===== src/rtl/i2c_pkg.sv =====
// Shared types and constants for the register-pointer I2C slave.
package i2c_pkg;

    typedef enum logic [3:0] {
        StIdle,
        StDevAddr,
        StDevAck,
        StPtr,
        StPtrAck,
        StWrData,
        StWrAck,
        StRdData,
        StRdAck,
        StIgnore
    } i2c_state_e;

    localparam logic [1:0] COND_NONE  = 2'b00;
    localparam logic [1:0] COND_START = 2'b01;
    localparam logic [1:0] COND_STOP  = 2'b10;

    localparam logic I2C_ACK  = 1'b0;
    localparam logic I2C_NACK = 1'b1;

    // SDA edges only mean start/stop while SCL is high.
    function automatic logic [1:0] bus_cond(input logic scl_lvl, input logic sda_rise,
                                            input logic sda_fall);
        if (scl_lvl && sda_fall) return COND_START;
        if (scl_lvl && sda_rise) return COND_STOP;
        return COND_NONE;
    endfunction

endpackage


===== src/rtl/i2c_line_filter.sv =====
// Two-flop synchroniser, FILTER_LEN-sample level filter and registered edge pulses
// for one open-drain bus line.
module i2c_line_filter #(
    parameter int unsigned FILTER_LEN = 3
) (
    input  logic clk,
    input  logic n_rst,
    input  logic line_i,
    output logic level_o,
    output logic rise_o,
    output logic fall_o
);

    logic [1:0] sync_q;
    logic [3:0] cnt_q, cnt_d;
    logic       level_q, level_d;
    logic       prev_q, rise_q, fall_q;

    // cnt_q counts consecutive synchronised samples that disagree with the accepted level.
    always_comb begin
        cnt_d   = '0;
        level_d = level_q;
        if (sync_q[1] != level_q) begin
            if (cnt_q == 4'(FILTER_LEN - 1)) begin
                level_d = sync_q[1];
            end else begin
                cnt_d = cnt_q + 4'd1;
            end
        end
    end

    always_ff @(posedge clk or negedge n_rst) begin
        if (!n_rst) begin
            sync_q  <= 2'b11;
            cnt_q   <= '0;
            level_q <= 1'b1;
            prev_q  <= 1'b1;
            rise_q  <= 1'b0;
            fall_q  <= 1'b0;
        end else begin
            sync_q  <= {sync_q[0], line_i};
            cnt_q   <= cnt_d;
            level_q <= level_d;
            prev_q  <= level_q;
            rise_q  <= level_q & ~prev_q;
            fall_q  <= ~level_q & prev_q;
        end
    end

    assign level_o = level_q;
    assign rise_o  = rise_q;
    assign fall_o  = fall_q;

endmodule


===== src/rtl/i2c_slave_regs.sv =====
// I2C slave with device-address match, register pointer byte and auto-incrementing
// burst writes/reads towards an external register file.
module i2c_slave_regs
    import i2c_pkg::*;
#(
    parameter int unsigned  NUM_REGS   = 16,
    parameter int unsigned  FILTER_LEN = 3,
    localparam int unsigned PTR_W      = (NUM_REGS > 2) ? $clog2(NUM_REGS) : 1
) (
    input  logic             clk,
    input  logic             n_rst,
    input  logic [6:0]       my_dev_address,
    input  logic             scl,
    input  logic             sda_i,
    output logic             sda_o,
    output logic             sda_oen,
    output logic             wr_ena,
    output logic [PTR_W-1:0] wr_addr,
    output logic [7:0]       wr_data,
    output logic [PTR_W-1:0] rd_addr,
    input  logic [7:0]       rd_data,
    output logic             rd_strobe,
    output logic             busy
);

    logic scl_lvl, scl_rise, scl_fall;
    logic sda_lvl, sda_rise, sda_fall;
    logic [1:0] cond;

    i2c_line_filter #(.FILTER_LEN(FILTER_LEN)) u_scl_filter (
        .clk    (clk),
        .n_rst  (n_rst),
        .line_i (scl),
        .level_o(scl_lvl),
        .rise_o (scl_rise),
        .fall_o (scl_fall)
    );

    i2c_line_filter #(.FILTER_LEN(FILTER_LEN)) u_sda_filter (
        .clk    (clk),
        .n_rst  (n_rst),
        .line_i (sda_i),
        .level_o(sda_lvl),
        .rise_o (sda_rise),
        .fall_o (sda_fall)
    );

    assign cond = bus_cond(scl_lvl, sda_rise, sda_fall);

    i2c_state_e       state_q, state_d;
    logic [3:0]       bit_cnt_q, bit_cnt_d;
    logic [7:0]       shift_q, shift_d;
    logic [7:0]       tx_q, tx_d;
    logic [PTR_W-1:0] ptr_q, ptr_d, ptr_inc;
    logic             sda_o_q, sda_o_d;
    logic             sda_oen_q, sda_oen_d;
    logic             wr_ena_q, wr_ena_d;
    logic [PTR_W-1:0] wr_addr_q, wr_addr_d;
    logic [7:0]       wr_data_q, wr_data_d;
    logic             rd_strobe_q, rd_strobe_d;
    logic             busy_q, busy_d;

    assign ptr_inc = (ptr_q == PTR_W'(NUM_REGS - 1)) ? '0 : ptr_q + PTR_W'(1);

    always_comb begin
        state_d     = state_q;
        bit_cnt_d   = bit_cnt_q;
        shift_d     = shift_q;
        tx_d        = tx_q;
        ptr_d       = ptr_q;
        sda_o_d     = sda_o_q;
        sda_oen_d   = sda_oen_q;
        wr_ena_d    = 1'b0;
        wr_addr_d   = wr_addr_q;
        wr_data_d   = wr_data_q;
        rd_strobe_d = 1'b0;
        busy_d      = busy_q;

        // The read pointer advances the cycle after each byte is captured.
        if (rd_strobe_q) ptr_d = ptr_inc;

        if (cond == COND_START) begin
            state_d   = StDevAddr;
            bit_cnt_d = '0;
            sda_oen_d = 1'b0;
            sda_o_d   = 1'b1;
            busy_d    = 1'b1;
        end else if (cond == COND_STOP) begin
            state_d   = StIdle;
            sda_oen_d = 1'b0;
            sda_o_d   = 1'b1;
            busy_d    = 1'b0;
        end else if (scl_rise) begin
            case (state_q)
                StDevAddr, StPtr, StWrData: begin
                    if (bit_cnt_q < 4'd8) begin
                        shift_d   = {shift_q[6:0], sda_lvl};
                        bit_cnt_d = bit_cnt_q + 4'd1;
                    end
                end
                StRdAck: shift_d = {shift_q[6:0], sda_lvl};
                default: ;
            endcase
        end else if (scl_fall) begin
            case (state_q)
                StDevAddr: begin
                    if (bit_cnt_q == 4'd8) begin
                        if (shift_q[7:1] == my_dev_address) begin
                            state_d   = StDevAck;
                            sda_oen_d = 1'b1;
                            sda_o_d   = I2C_ACK;
                        end else begin
                            state_d = StIgnore;
                        end
                    end
                end
                StDevAck: begin
                    sda_oen_d = 1'b0;
                    sda_o_d   = 1'b1;
                    bit_cnt_d = '0;
                    if (shift_q[0]) begin
                        state_d     = StRdData;
                        rd_strobe_d = 1'b1;
                        sda_oen_d   = 1'b1;
                        sda_o_d     = rd_data[7];
                        tx_d        = {rd_data[6:0], 1'b0};
                    end else begin
                        state_d = StPtr;
                    end
                end
                StPtr: begin
                    if (bit_cnt_q == 4'd8) begin
                        if (32'(shift_q) < NUM_REGS) begin
                            ptr_d     = shift_q[PTR_W-1:0];
                            state_d   = StPtrAck;
                            sda_oen_d = 1'b1;
                            sda_o_d   = I2C_ACK;
                        end else begin
                            state_d = StIgnore;
                        end
                    end
                end
                StPtrAck, StWrAck: begin
                    sda_oen_d = 1'b0;
                    sda_o_d   = 1'b1;
                    bit_cnt_d = '0;
                    state_d   = StWrData;
                end
                StWrData: begin
                    if (bit_cnt_q == 4'd8) begin
                        state_d   = StWrAck;
                        sda_oen_d = 1'b1;
                        sda_o_d   = I2C_ACK;
                        wr_ena_d  = 1'b1;
                        wr_addr_d = ptr_q;
                        wr_data_d = shift_q;
                        ptr_d     = ptr_inc;
                    end
                end
                StRdData: begin
                    if (bit_cnt_q == 4'd7) begin
                        state_d   = StRdAck;
                        sda_oen_d = 1'b0;
                        sda_o_d   = 1'b1;
                    end else begin
                        sda_o_d   = tx_q[7];
                        tx_d      = {tx_q[6:0], 1'b0};
                        bit_cnt_d = bit_cnt_q + 4'd1;
                    end
                end
                StRdAck: begin
                    if (shift_q[0] == I2C_ACK) begin
                        state_d     = StRdData;
                        bit_cnt_d   = '0;
                        rd_strobe_d = 1'b1;
                        sda_oen_d   = 1'b1;
                        sda_o_d     = rd_data[7];
                        tx_d        = {rd_data[6:0], 1'b0};
                    end else begin
                        state_d = StIgnore;
                    end
                end
                default: ;
            endcase
        end
    end

    always_ff @(posedge clk or negedge n_rst) begin
        if (!n_rst) begin
            state_q     <= StIdle;
            bit_cnt_q   <= '0;
            shift_q     <= '0;
            tx_q        <= '0;
            ptr_q       <= '0;
            sda_o_q     <= 1'b1;
            sda_oen_q   <= 1'b0;
            wr_ena_q    <= 1'b0;
            wr_addr_q   <= '0;
            wr_data_q   <= '0;
            rd_strobe_q <= 1'b0;
            busy_q      <= 1'b0;
        end else begin
            state_q     <= state_d;
            bit_cnt_q   <= bit_cnt_d;
            shift_q     <= shift_d;
            tx_q        <= tx_d;
            ptr_q       <= ptr_d;
            sda_o_q     <= sda_o_d;
            sda_oen_q   <= sda_oen_d;
            wr_ena_q    <= wr_ena_d;
            wr_addr_q   <= wr_addr_d;
            wr_data_q   <= wr_data_d;
            rd_strobe_q <= rd_strobe_d;
            busy_q      <= busy_d;
        end
    end

    assign sda_o     = sda_o_q;
    assign sda_oen   = sda_oen_q;
    assign wr_ena    = wr_ena_q;
    assign wr_addr   = wr_addr_q;
    assign wr_data   = wr_data_q;
    assign rd_addr   = ptr_q;
    assign rd_strobe = rd_strobe_q;
    assign busy      = busy_q;

endmodule

===== config.mk =====
export PLATFORM = sky130hd
export DESIGN_NAME = i2c_slave_regs
export DESIGN_NICKNAME = d
export VERILOG_FILES = /design/src/rtl/i2c_pkg.sv /design/src/rtl/i2c_line_filter.sv /design/src/rtl/i2c_slave_regs.sv
export SDC_FILE = /design/constraint.sdc
export NUM_CORES = 1
export LEC_CHECK = 0
export CAP_MARGIN = 30
export CORE_ASPECT_RATIO = 2
export CORE_MARGIN = 4
export CORE_UTILIZATION = 56
export DETAILED_ROUTE_END_ITERATION = 8
export HOLD_SLACK_MARGIN = 0.08
export PLACE_DENSITY = 0.92
export SLEW_MARGIN = 20
export SYNTH_ARGS = -nofsm -noshare
export SYNTH_HDL_FRONTEND = slang
export SYNTH_SLANG_ARGS = --single-unit

===== constraint.sdc =====
create_clock -name clk -period 2.4 [get_ports clk]
set_input_delay 0.6 -clock clk [delete_from_list [all_inputs] [get_ports clk]]
set_output_delay 0.6 -clock clk [all_outputs]
set_load 0.02 [all_outputs]

# After elaboration in Yosys (flattened, before gate mapping)
# Index checks and enable logic that the tools add are counted.
# word_totals
ff_bits,65
input_bits,19
output_inout_bits,21
word_cells,186
# op_classes
addsub,4
n_lt_le_gt_ge,2
eq_ne,35
mux,89
bitwise,11
n_reduce_logical,21
# ops
op,count
$mux W4,32
$mux W1,40
$mux W8,4
$ne A4 B4 Y1 const B,7
$pmux W4 S7,1
$pmux W8 S3,1
$eq A4 B3 Y1 const B,5
$add A4 B1 Y4 const B,4
$eq A4 B2 Y1 const B,4
$pmux W8 S2,1
$pmux W1 S7,2
$reduce_and A7 Y1,2
$eq A4 B4 Y1 const B,3
$pmux W4 S3,1
$ne A2 B2 Y1 const B,5
$reduce_and A10 Y1,1
$ne A3 B3 Y1 const B,3
$reduce_and A9 Y1,1
$reduce_bool A3 Y1,3
$reduce_bool A9 Y1,1
$lt A8 B5 Y1 const B,1
$mux W2,4
$ne A4 B3 Y1 const B,2
$pmux W4 S2,1
other kinds (19),33

# Depth between registers and ports, before layout
# Gate-level depths: netlist of the first run.
# logic_depth
ltp_word,10
ltp_mapped,8
mapped_depth_nobuf,7

# Hierarchy
# A second synthesis of the first run with hierarchy kept.
# unflattened
cells_unflattened,314
area_unflattened_um2,3379.5
# modules_own_cells
module,n_inst,cells_per_inst,area_each_um2,seq_area_each_um2
i2c_slave_regs,1,260,2641.3,1102.3
i2c_line_filter,2,27,369.1,255.2

# Least setup slack after synthesis of the first run
# Ideal clock, no wire load.
# synth_path
kind,reg-to-reg
from,register state_q[2]
to,register bit_cnt_q[0]
setup_ns,0.125
arrival_ns,1.902
required_time_ns,2.275
path_slack_ns,0.374
stages_incl_launch_ff,7
path_buffers,1
synth_period_minus_slack_ns,2.026
path_cell_list,dfrtp_1 -> buf_2 -> nor4b_1 -> nand2_1 -> a41oi_4 -> or2_4 -> mux2_2
# synth_via
elab_chain_len,7
elab_cells_between_ends,20
cone_classes,eq/ne: 11; mux: 5; reduce/logical: 4
# synth_rtl
element,line,source
start: declaration,i2c_slave_regs.sv:50,"i2c_state_e state_q, state_d;"
start signal: assignment,i2c_slave_regs.sv:190,state_q <= StIdle;
start signal: assignment,i2c_slave_regs.sv:203,state_q <= state_d;
$eq A4 B2 Y1 or $eq A4 B3 Y1 (tied branches),i2c_slave_regs.sv:105,case (state_q)
$reduce_or A3 Y1 (no line),-,
$pmux W4 S3,i2c_slave_regs.sv:105,
$mux W4,i2c_slave_regs.sv:104,end else if (scl_fall) begin
$mux W4,i2c_slave_regs.sv:93,end else if (scl_rise) begin
$mux W4,i2c_slave_regs.sv:88,end else if (cond == COND_STOP) begin
$mux W4,i2c_slave_regs.sv:82,if (cond == COND_START) begin
end signal: assignment,i2c_slave_regs.sv:204,bit_cnt_q <= bit_cnt_d;
end: declaration,i2c_slave_regs.sv:51,"logic [3:0] bit_cnt_q, bit_cnt_d;"
# Several ways; a longest one is shown, not always the timed one. The select of a mux whose other input is x is not followed.
# A chain may end at the register's enable or synchronous reset.

# Final worst setup path of the first run
# layout_path
from,register state_q[0]
to,register bit_cnt_q[0]
# The elaborated chain is that of the path after synthesis.

==> impl_metrics.toml, run 1 <==
[status]
outcome = "finished clean"

[synthesis]
netlist_instances = 311
ys_types = 56
yosysMostFrequentCell = "dfrtp_1"
seq_area_frac_synth = 0.489
synth_top_area_cell = "dfrtp_1"
synthTopCellsByArea = "dfrtp_1, mux2_2, dfstp_2"
yosysWarnings = 0
syn-mean-instance-area_um2 = 10.6
synth_top_area_share = 0.417
yosys-top-cells-count = "dfrtp_1, nand2_1, mux2_2, nor2_1, o21ai_0"
synth_ff_type = "dfrtp_1"
synth-edff-count = 0
async_flop_share = 1.00
netlist_area_um2 = 3300
syn_nets = 337
ys_ff_latch = 64

[die]
die_area_um2 = 7260
start_util = 0.578
ios = 40
core_area_um2 = 5710
die_w_um = 62.3
fp-row-count = 39
chipHeight_um = 117

[detailed_routing]
viasPerCell = 6.07
drcViolationCount = 0
routedWlPerCell_um = 17.8
route.vias.total = 2628
drt_iter0_markers = 99
drt_first_pass_iters = 4
drt_wl_total_mm = 7.72
antenna_left = 0

[sta]
min_period_ns = 2.18
finalCritPeriodShare = 0.906
finalClockSkew_ns = 0.00411
finalSetupViolCount = 0
hold_violations = 0
tightest_slew_ns = 0.889
rsz0062_at_grt = "false"
slew_headroom = 0.406
drv_slew = 0
fin_ws_ns = 0.225
fmaxAchievable_mhz = 460
tns_ns = 0

[place]
dpl_worst_slack_ns = 0.0668
place_hpwl_mm = 5.62
gp_congestion = 0.959
portBuffers = 39

[clocking]
clk_pin_slew_ns = 0.05
cts_setup_buffers = 0
cts_root_buf = "clkbuf_16"
htree_levels = 3
cts_tree = "done"
cts_buffers = 9
cts.sinks = 64
post_cts_resize_count = 0
clk-insertion-delay-late_ns = 0.33
ctsHoldBuffers = 0
clk_path_buf_depth = 2

[worst_setup_path]
end_kind = "register"
critPathBufInv = 1
path_cells = "buf_4 > and4b_1 > nand2_1 > a41oi_4 > or2_4 > mux2_2"
r2r_slack_ns = 0.22
worst_setup_path_start_kind = "register"
path_class = "register to register"
crit_family = "simple AND/OR/NAND/NOR gates"
cp.arrival_ns = 2.39
slowest_delay_ns = 0.50
crit_fanout = 10
slowest_stage = "dfrtp_1"
cp_data_required_time_ns = 2.61

[power]
switchingPower_mw = 1.67
p_sw_frac = 0.361
power.internal_mw = 2.95
clkPwrFrac = 0.277
p_leak_nw = 1.83
p_comb_frac = 0.348
p_total_mw = 4.62
seqPwrFrac = 0.375
powerDensity_nw_per_um2 = 1110
peakVddDrop_mv = 1.04

[layout]
antenna_cells = 0
fillers = 402
seq_area_um2 = 1610
fin_nets = 393
synthToLayoutAreaGrowth_pct = 25.8
drive_above_1_share = 0.204
post-route-util = 0.726
multiInputGateArea_um2 = 1570

[global_route]
grt_pass1_wl_mm = 12.9
grt_max_degree = 65
grt.total_usage = 0.228
overflow = 0
antenna_found_initial = 0
grt_pass1_vias = 2694

[job]
drv_cap = 0

[hold_path]
hp-class = "primary input to async pin"
-- worst paths after layout --
kind | from | endpoint | depth (start not counted)
min | n_rst | tx_q[3] | 2
max | state_q[0] | bit_cnt_q[0] | 6
min reg2reg | u_scl_filter.sync_q[0] | u_scl_filter.sync_q[1] | 0
min in group clk | u_scl_filter.sync_q[0] | u_scl_filter.sync_q[1] | 0
max reg2reg | state_q[0] | bit_cnt_q[0] | 6
max in group asynchronous | n_rst | u_sda_filter.sync_q[0] | 2
-- layout by cell type (no fill, tap or decap), drive strengths merged, types with 5 or more instances in the layout --
cell	n
ha	7
nand3	6
xor2	13
buf	21
o22ai	6
clkdlybuf4s50	38
dfrtp	55
mux2i	8
dfstp	9
nor2	24
mux2	22
nand2	29
inv	11
a21oi	13
clkbuf	11
o21ai	20
nor2b	8
nand2b	5
-- through the flow --
stage / std cells / area, µm² / hold slack, ns
after floorplan: 311 / 3300 / 0.304
final: 433 / 4150 / 0.272
after detailed placement: 417 / 3850 / 0.349
after global placement: 417 / 3850 / 0.347
after global routing: 433 / 4150 / 0.303
after CTS: 433 / 4150 / 0.282
-- final cells by class --
cell class | count | share of cell area
sequential | 64 | 0.389
multi-input combinational | 223 | 0.379
timing repair buffer | 59 | 0.132
clock buffer | 11 | 0.0585
tap | 61 | 0.0184
clock inverter | 5 | 0.0136
inverter | 10 | 0.00905
-- kinds of logic (layout without fill, tap and decap cells) --
group                    count (synthesis)  in the layout  share of synthesized area
AND/OR/NAND/NOR                         95             95                      0.148
AO/OA/AOI/OAI                           75             75                      0.161
flip-flops                              64             64                      0.489
multiplexers                            30             30                     0.0994
buffers and inverters                   24             85                     0.0338
XOR/XNOR                                16             16                     0.0425
adder cells (fa/ha/maj)                  7              7                     0.0266
-- layer usage --
layer	vias up	share of wire	track usage	routed length, µm
met1	1273	0.34	0.214	2610
met4	0	0.059	0.183	452
met5	-	0	0	0
met3	34	0.038	0.0510	291
met2	93	0.56	0.415	4360
li1	1228	-	-	-
-- power by group through the flow --
stage,clock (mW),sequential (mW),combinational [mW]
floorplan,0,1.61,1.11
global placement,0,1.72,1.52
detailed placement,0,1.74,1.57
CTS,1.31,1.73,1.60
global route,1.37,1.78,1.77
finish,1.28,1.73,1.61
Note: power is estimated with default switching activity, not from simulation.
==> run 2: changes to the inputs <==
--- a/config.mk
+++ b/config.mk
@@ -8,10 +8,10 @@
 export CAP_MARGIN = 30
 export CORE_ASPECT_RATIO = 2
 export CORE_MARGIN = 4
-export CORE_UTILIZATION = 56
+export CORE_UTILIZATION = 55
 export DETAILED_ROUTE_END_ITERATION = 8
 export HOLD_SLACK_MARGIN = 0.08
-export PLACE_DENSITY = 0.92
+export PLACE_DENSITY = 0.91
 export SLEW_MARGIN = 20
 export SYNTH_ARGS = -nofsm -noshare
 export SYNTH_HDL_FRONTEND = slang
==> run 2 against run 1 <==
Total power is 0.55% higher. Maximum frequency is 2.6% higher. Via count is 4.9% higher. Critical path type unchanged.
==> impl_metrics.toml, run 2 (synthesis results as in run 1) <==
[detailed_routing]
drt_iter0_markers = 129
routedWlPerCell_um = 18.5
route.vias.total = 2758
drt_wl_total_mm = 8.06
drt_first_pass_iters = 5
antenna_left = 0
drcViolationCount = 0
viasPerCell = 6.34

[worst_setup_path]
timing.rr.start = "state_q[3]"
path_class = "register to register"
worst_setup_path_start_kind = "register"
end_kind = "register"
cp.arrival_ns = 2.32
slowest_delay_ns = 0.50
cp_data_required_time_ns = 2.60
r2r_cells = 5
slowest_stage = "dfrtp_1"
r2r_end = "shift_q[4]"
path_cells = "nor4b_1 > buf_4 > a21oi_1 > nor2_2 > mux2_2"
r2r_slack_ns = 0.28
crit_fanout = 9

[die]
die_w_um = 62.8
ios = 40
fp-row-count = 39
core_area_um2 = 5760
chipHeight_um = 118
die_area_um2 = 7370
start_util = 0.573

[layout]
mostFrequentLayoutCells = "dfrtp_1, clkdlybuf4s50_1, nand2_1, nor2_1, mux2_2"
final_area_um2 = 4160
final_common_cell = "dfrtp_1"
synthToLayoutAreaGrowth_pct = 26.3
antenna_cells = 0
drive_above_1_share = 0.206
fin_nets = 395
fillers = 408

[power]
peakVddDrop_mv = 0.882
powerDensity_nw_per_um2 = 1120
p_leak_nw = 1.83

[clocking]
htree_levels = 3
clk_pin_slew_ns = 0.05
clk_path_buf_depth = 2
cts_root_buf = "clkbuf_16"
post_cts_resize_count = 0
cts_tree = "done"
clk-insertion-delay-late_ns = 0.33
ctsHoldBuffers = 0
cts_buffers = 9
cts.sinks = 64
cts_setup_buffers = 0

[job]
drv_cap = 0

[place]
gp_congestion = 0.998
dpl_worst_slack_ns = 0.159
placed_area_um2 = 3860
place_hpwl_mm = 5.95
portBuffers = 39

[global_route]
grt_max_degree = 65
grt_pass1_vias = 2948
overflow = 0
antenna_found_initial = 0
grt.total_usage = 0.238
grt_pass1_wl_mm = 13.6

[sta]
finalCritPeriodShare = 0.883
min_period_ns = 2.12
drv_slew = 0
fin_ws_ns = 0.280
rsz0062_at_grt = "false"
fmaxAchievable_mhz = 472
tightest_slew_ns = 0.574
finalClockSkew_ns = 0.00772
tns_ns = 0
finalSetupViolCount = 0
hold_violations = 0
slew_headroom = 0.616

[hold_path]
hp-class = "primary input to async pin"

[status]
outcome = "finished clean"
==> run 2: changes by cell type in the layout (fill, tap and decap cells not counted) <==
| cell | delta |
|---|---|
| buf_4 | +2 |
| clkinvlp_4 | +1 |
| inv_6 | -1 |
| clkbuf_1 | +1 |
| clkinv_4 | +1 |
| clkinv_2 | -2 |
==> run 2: area by class of cell <==
class | instances | area, µm² | share of cell area
clock inverters | 4 | 53.8 | 0.0129
clock buffers | 12 | 246 | 0.0592
repair buffers | 61 | 563 | 0.135
inverters | 10 | 37.5 | 0.00901
multi-input cells | 223 | 1570 | 0.378
well taps | 61 | 76.3 | 0.0183
flip-flops and latches | 64 | 1610 | 0.387
==> run 2: worst max-delay path, delay by kind of cell (launching register included) <==
family                 cells  cell delay [ns]
and+or+nand+nor            2             0.81
buffers and inverters      1             0.22
DFF                        1             0.50
muxes                      1             0.40
AOI/OAI and AO/OA          1             0.06
==> run 2: layer usage <==
| metal | global-route usage | share of wire | up-vias | wire, µm |
|---|---|---|---|---|
| met5 | 0 | 0 | - | 0 |
| met4 | 0.225 | 0.088 | 0 | 713 |
| met3 | 0.0592 | 0.042 | 58 | 339 |
| met2 | 0.422 | 0.55 | 117 | 4400 |
| met1 | 0.209 | 0.32 | 1350 | 2600 |
| li1 | - | - | 1233 | - |
==> run 2: how the worst max path moves through the flow <==
| stage | slack, ns | to | from | cells after the start |
|---|---|---|---|---|
| 3_5_place_dp | 0.16 | sda_o | my_dev_address[5] | 7 |
| 5_1_grt | 0.17 | shift_q[4] | state_q[3] | 5 |
| 3_3_place_gp | 0.21 | sda_o | my_dev_address[3] | 7 |
| 2_1_floorplan | 0.37 | bit_cnt_q[0] | state_q[2] | 6 |
| 4_1_cts | 0.30 | sda_o | sda_o | 1 |
| 6_report | 0.28 | shift_q[4] | state_q[3] | 5 |
==> run 2: stage by stage <==
stage,instances,hold WS (ns),total power [mW],util
floorplan,311,0.304,2.72,-
global route,435,0.303,4.94,0.723
detailed placement,419,0.348,3.33,0.671
CTS,435,0.286,4.64,0.723
global placement,419,0.348,3.27,0.671
finish,435,0.269,4.65,0.723
==> run 2: power by group <==
| part | internal (mW) | switching, mW |
|---|---|---|
| sequential | 1.39 | 0.334 |
| clock | 0.833 | 0.453 |
| combinational | 0.736 | 0.899 |
==> run 3: changes to the inputs <==
--- a/config.mk
+++ b/config.mk
@@ -10,6 +10,7 @@
 export CORE_MARGIN = 4
 export CORE_UTILIZATION = 55
 export DETAILED_ROUTE_END_ITERATION = 8
+export GPL_ROUTABILITY_DRIVEN = 0
 export HOLD_SLACK_MARGIN = 0.08
 export PLACE_DENSITY = 0.91
 export SLEW_MARGIN = 20
==> run 3 against run 2 <==
Combinational power about the same. Core utilization up 0.11 points. Count of clock-buffer cells in the layout stayed put. Worst setup slack got worse by 0.10 ns. Wire length shrank 0.79%. Sequential share of layout area is 0.058 points lower. Total power grew 1.4%. Sequential cell count stayed put. Largest power group unchanged. Final cell count did not move. Critical path type unchanged. Clock skew up 0.0011 ns. First-iteration DRC count up 1.6%. Sequential power about the same.
==> impl_metrics.toml, run 3 (synthesis results as in run 1) <==
[sta]
finalClockSkew_ns = 0.00881
fmaxAchievable_mhz = 450
hold_ws_ns = 0.272
fin_ws_ns = 0.177
min_period_ns = 2.22
tightest_slew_ns = 0.457
slew_headroom = 0.694
tns_ns = 0
drv_slew = 0
hold_violations = 0
finalCritPeriodShare = 0.926
finalSetupViolCount = 0
rsz0062_at_grt = "false"

[layout]
mostFrequentLayoutCells = "dfrtp_1, clkdlybuf4s50_1, nand2_1, nor2_1, mux2_2"
fin_nets = 395
antenna_cells = 0
fillers = 379
final_area_um2 = 4170
finalNonFillerCells = 435
drive_above_1_share = 0.203
post-route-util = 0.724
final_common_cell = "dfrtp_1"
synthToLayoutAreaGrowth_pct = 26.4

[die]
start_util = 0.573
ios = 40
core_area_um2 = 5760
die_area_um2 = 7370
die_w_um = 62.8
fp-row-count = 39
chipHeight_um = 118

[job]
drv_cap = 0

[global_route]
grt_pass1_vias = 2934
antenna_found_initial = 0
grt.total_usage = 0.234
grt_pass1_wl_mm = 13.3
grt_max_degree = 65
overflow = 0

[detailed_routing]
route.vias.total = 2689
drt_iter0_markers = 131
drt_wl_total_mm = 8.00
antenna_left = 0
routedWlPerCell_um = 18.4
viasPerCell = 6.18
drt_first_pass_iters = 4
drcViolationCount = 0

[clocking]
clk_path_buf_depth = 2
ctsHoldBuffers = 0
cts.sinks = 64
cts_tree = "done"
cts_root_buf = "clkbuf_16"
cts_setup_buffers = 0
clk_pin_slew_ns = 0.05
post_cts_resize_count = 0
htree_levels = 3
cts_buffers = 9
clk-insertion-delay-late_ns = 0.33

[power]
p_comb_frac = 0.351
p_leak_nw = 1.84
seqPwrFrac = 0.363
powerDensity_nw_per_um2 = 1130
switchingPower_mw = 1.69
clkPwrFrac = 0.286
p_sw_frac = 0.359
p_total_mw = 4.71
power.internal_mw = 3.02
peakVddDrop_mv = 0.693

[worst_setup_path]
path_class = "register to register"
cp.arrival_ns = 2.43
end_kind = "register"
worst_setup_path_start_kind = "register"
cp_data_required_time_ns = 2.61
crit_fanout = 10

[hold_path]
hp-class = "primary input to async pin"

[place]
place_hpwl_mm = 5.93
portBuffers = 39
dp_cells = 419
dpl_worst_slack_ns = 0.126
placed_area_um2 = 3860

[status]
outcome = "finished clean"
## run 3: changes by cell type in the layout (fill, tap and decap cells not counted)
cell / before / now
clkinv_2: 0 / 2
clkinv_4: 1 / 0
clkbuf_8: 1 / 0
clkinvlp_4: 2 / 0
bufinv_16: 1 / 2
clkbuf_1: 2 / 3
## run 3: critical path: stages, from the launching register on
cell and delay [ns]:
dfrtp_1 0.42, buf_4 0.19, nor4b_1 0.46, buf_4 0.22, a21oi_1 0.05, nor2_2 0.38
mux2_2 0.39
## run 3: power groups by stage
| stage | registers [mW] | clock network, mW | logic, mW |
|---|---|---|---|
| 2_1_floorplan | 1.61 | 0 | 1.11 |
| 3_3_place_gp | 1.69 | 0 | 1.54 |
| 3_5_place_dp | 1.71 | 0 | 1.62 |
| 4_1_cts | 1.70 | 1.37 | 1.64 |
| 5_1_grt | 1.74 | 1.42 | 1.80 |
| 6_report | 1.71 | 1.35 | 1.65 |
## run 3: layer usage
metal,up-vias,wire (µm),track usage
met2,107,4480,0.422
met3,49,388,0.0544
li1,1234,-,-
met4,0,634,0.187
met1,1299,2490,0.216
met5,-,0,0
## run 3: worst paths after layout
kind	start	endpoint	slack [ns]	cells after the start
setup / recovery	state_q[0]	shift_q[6]	0.18	6
hold / removal	n_rst	wr_data[5]	0.27	2
setup reg to reg	state_q[0]	shift_q[6]	0.18	6
hold reg to reg	u_sda_filter.sync_q[0]	u_sda_filter.sync_q[1]	0.35	0
max in group asynchronous	n_rst	sda_o	1.80	2
min in group clk	u_sda_filter.sync_q[0]	u_sda_filter.sync_q[1]	0.35	0
## run 3: cell type report
cell class                      instances  area, µm²  share of cell area
Sequential cell                        64       1610               0.387
Timing Repair Buffer                   61        563               0.135
Clock buffer                           12        236              0.0567
Inverter                               10       37.5             0.00900
Tap cell                               61       76.3              0.0183
Clock inverter                          4       70.1              0.0168
Multi-Input combinational cell        223       1570               0.377
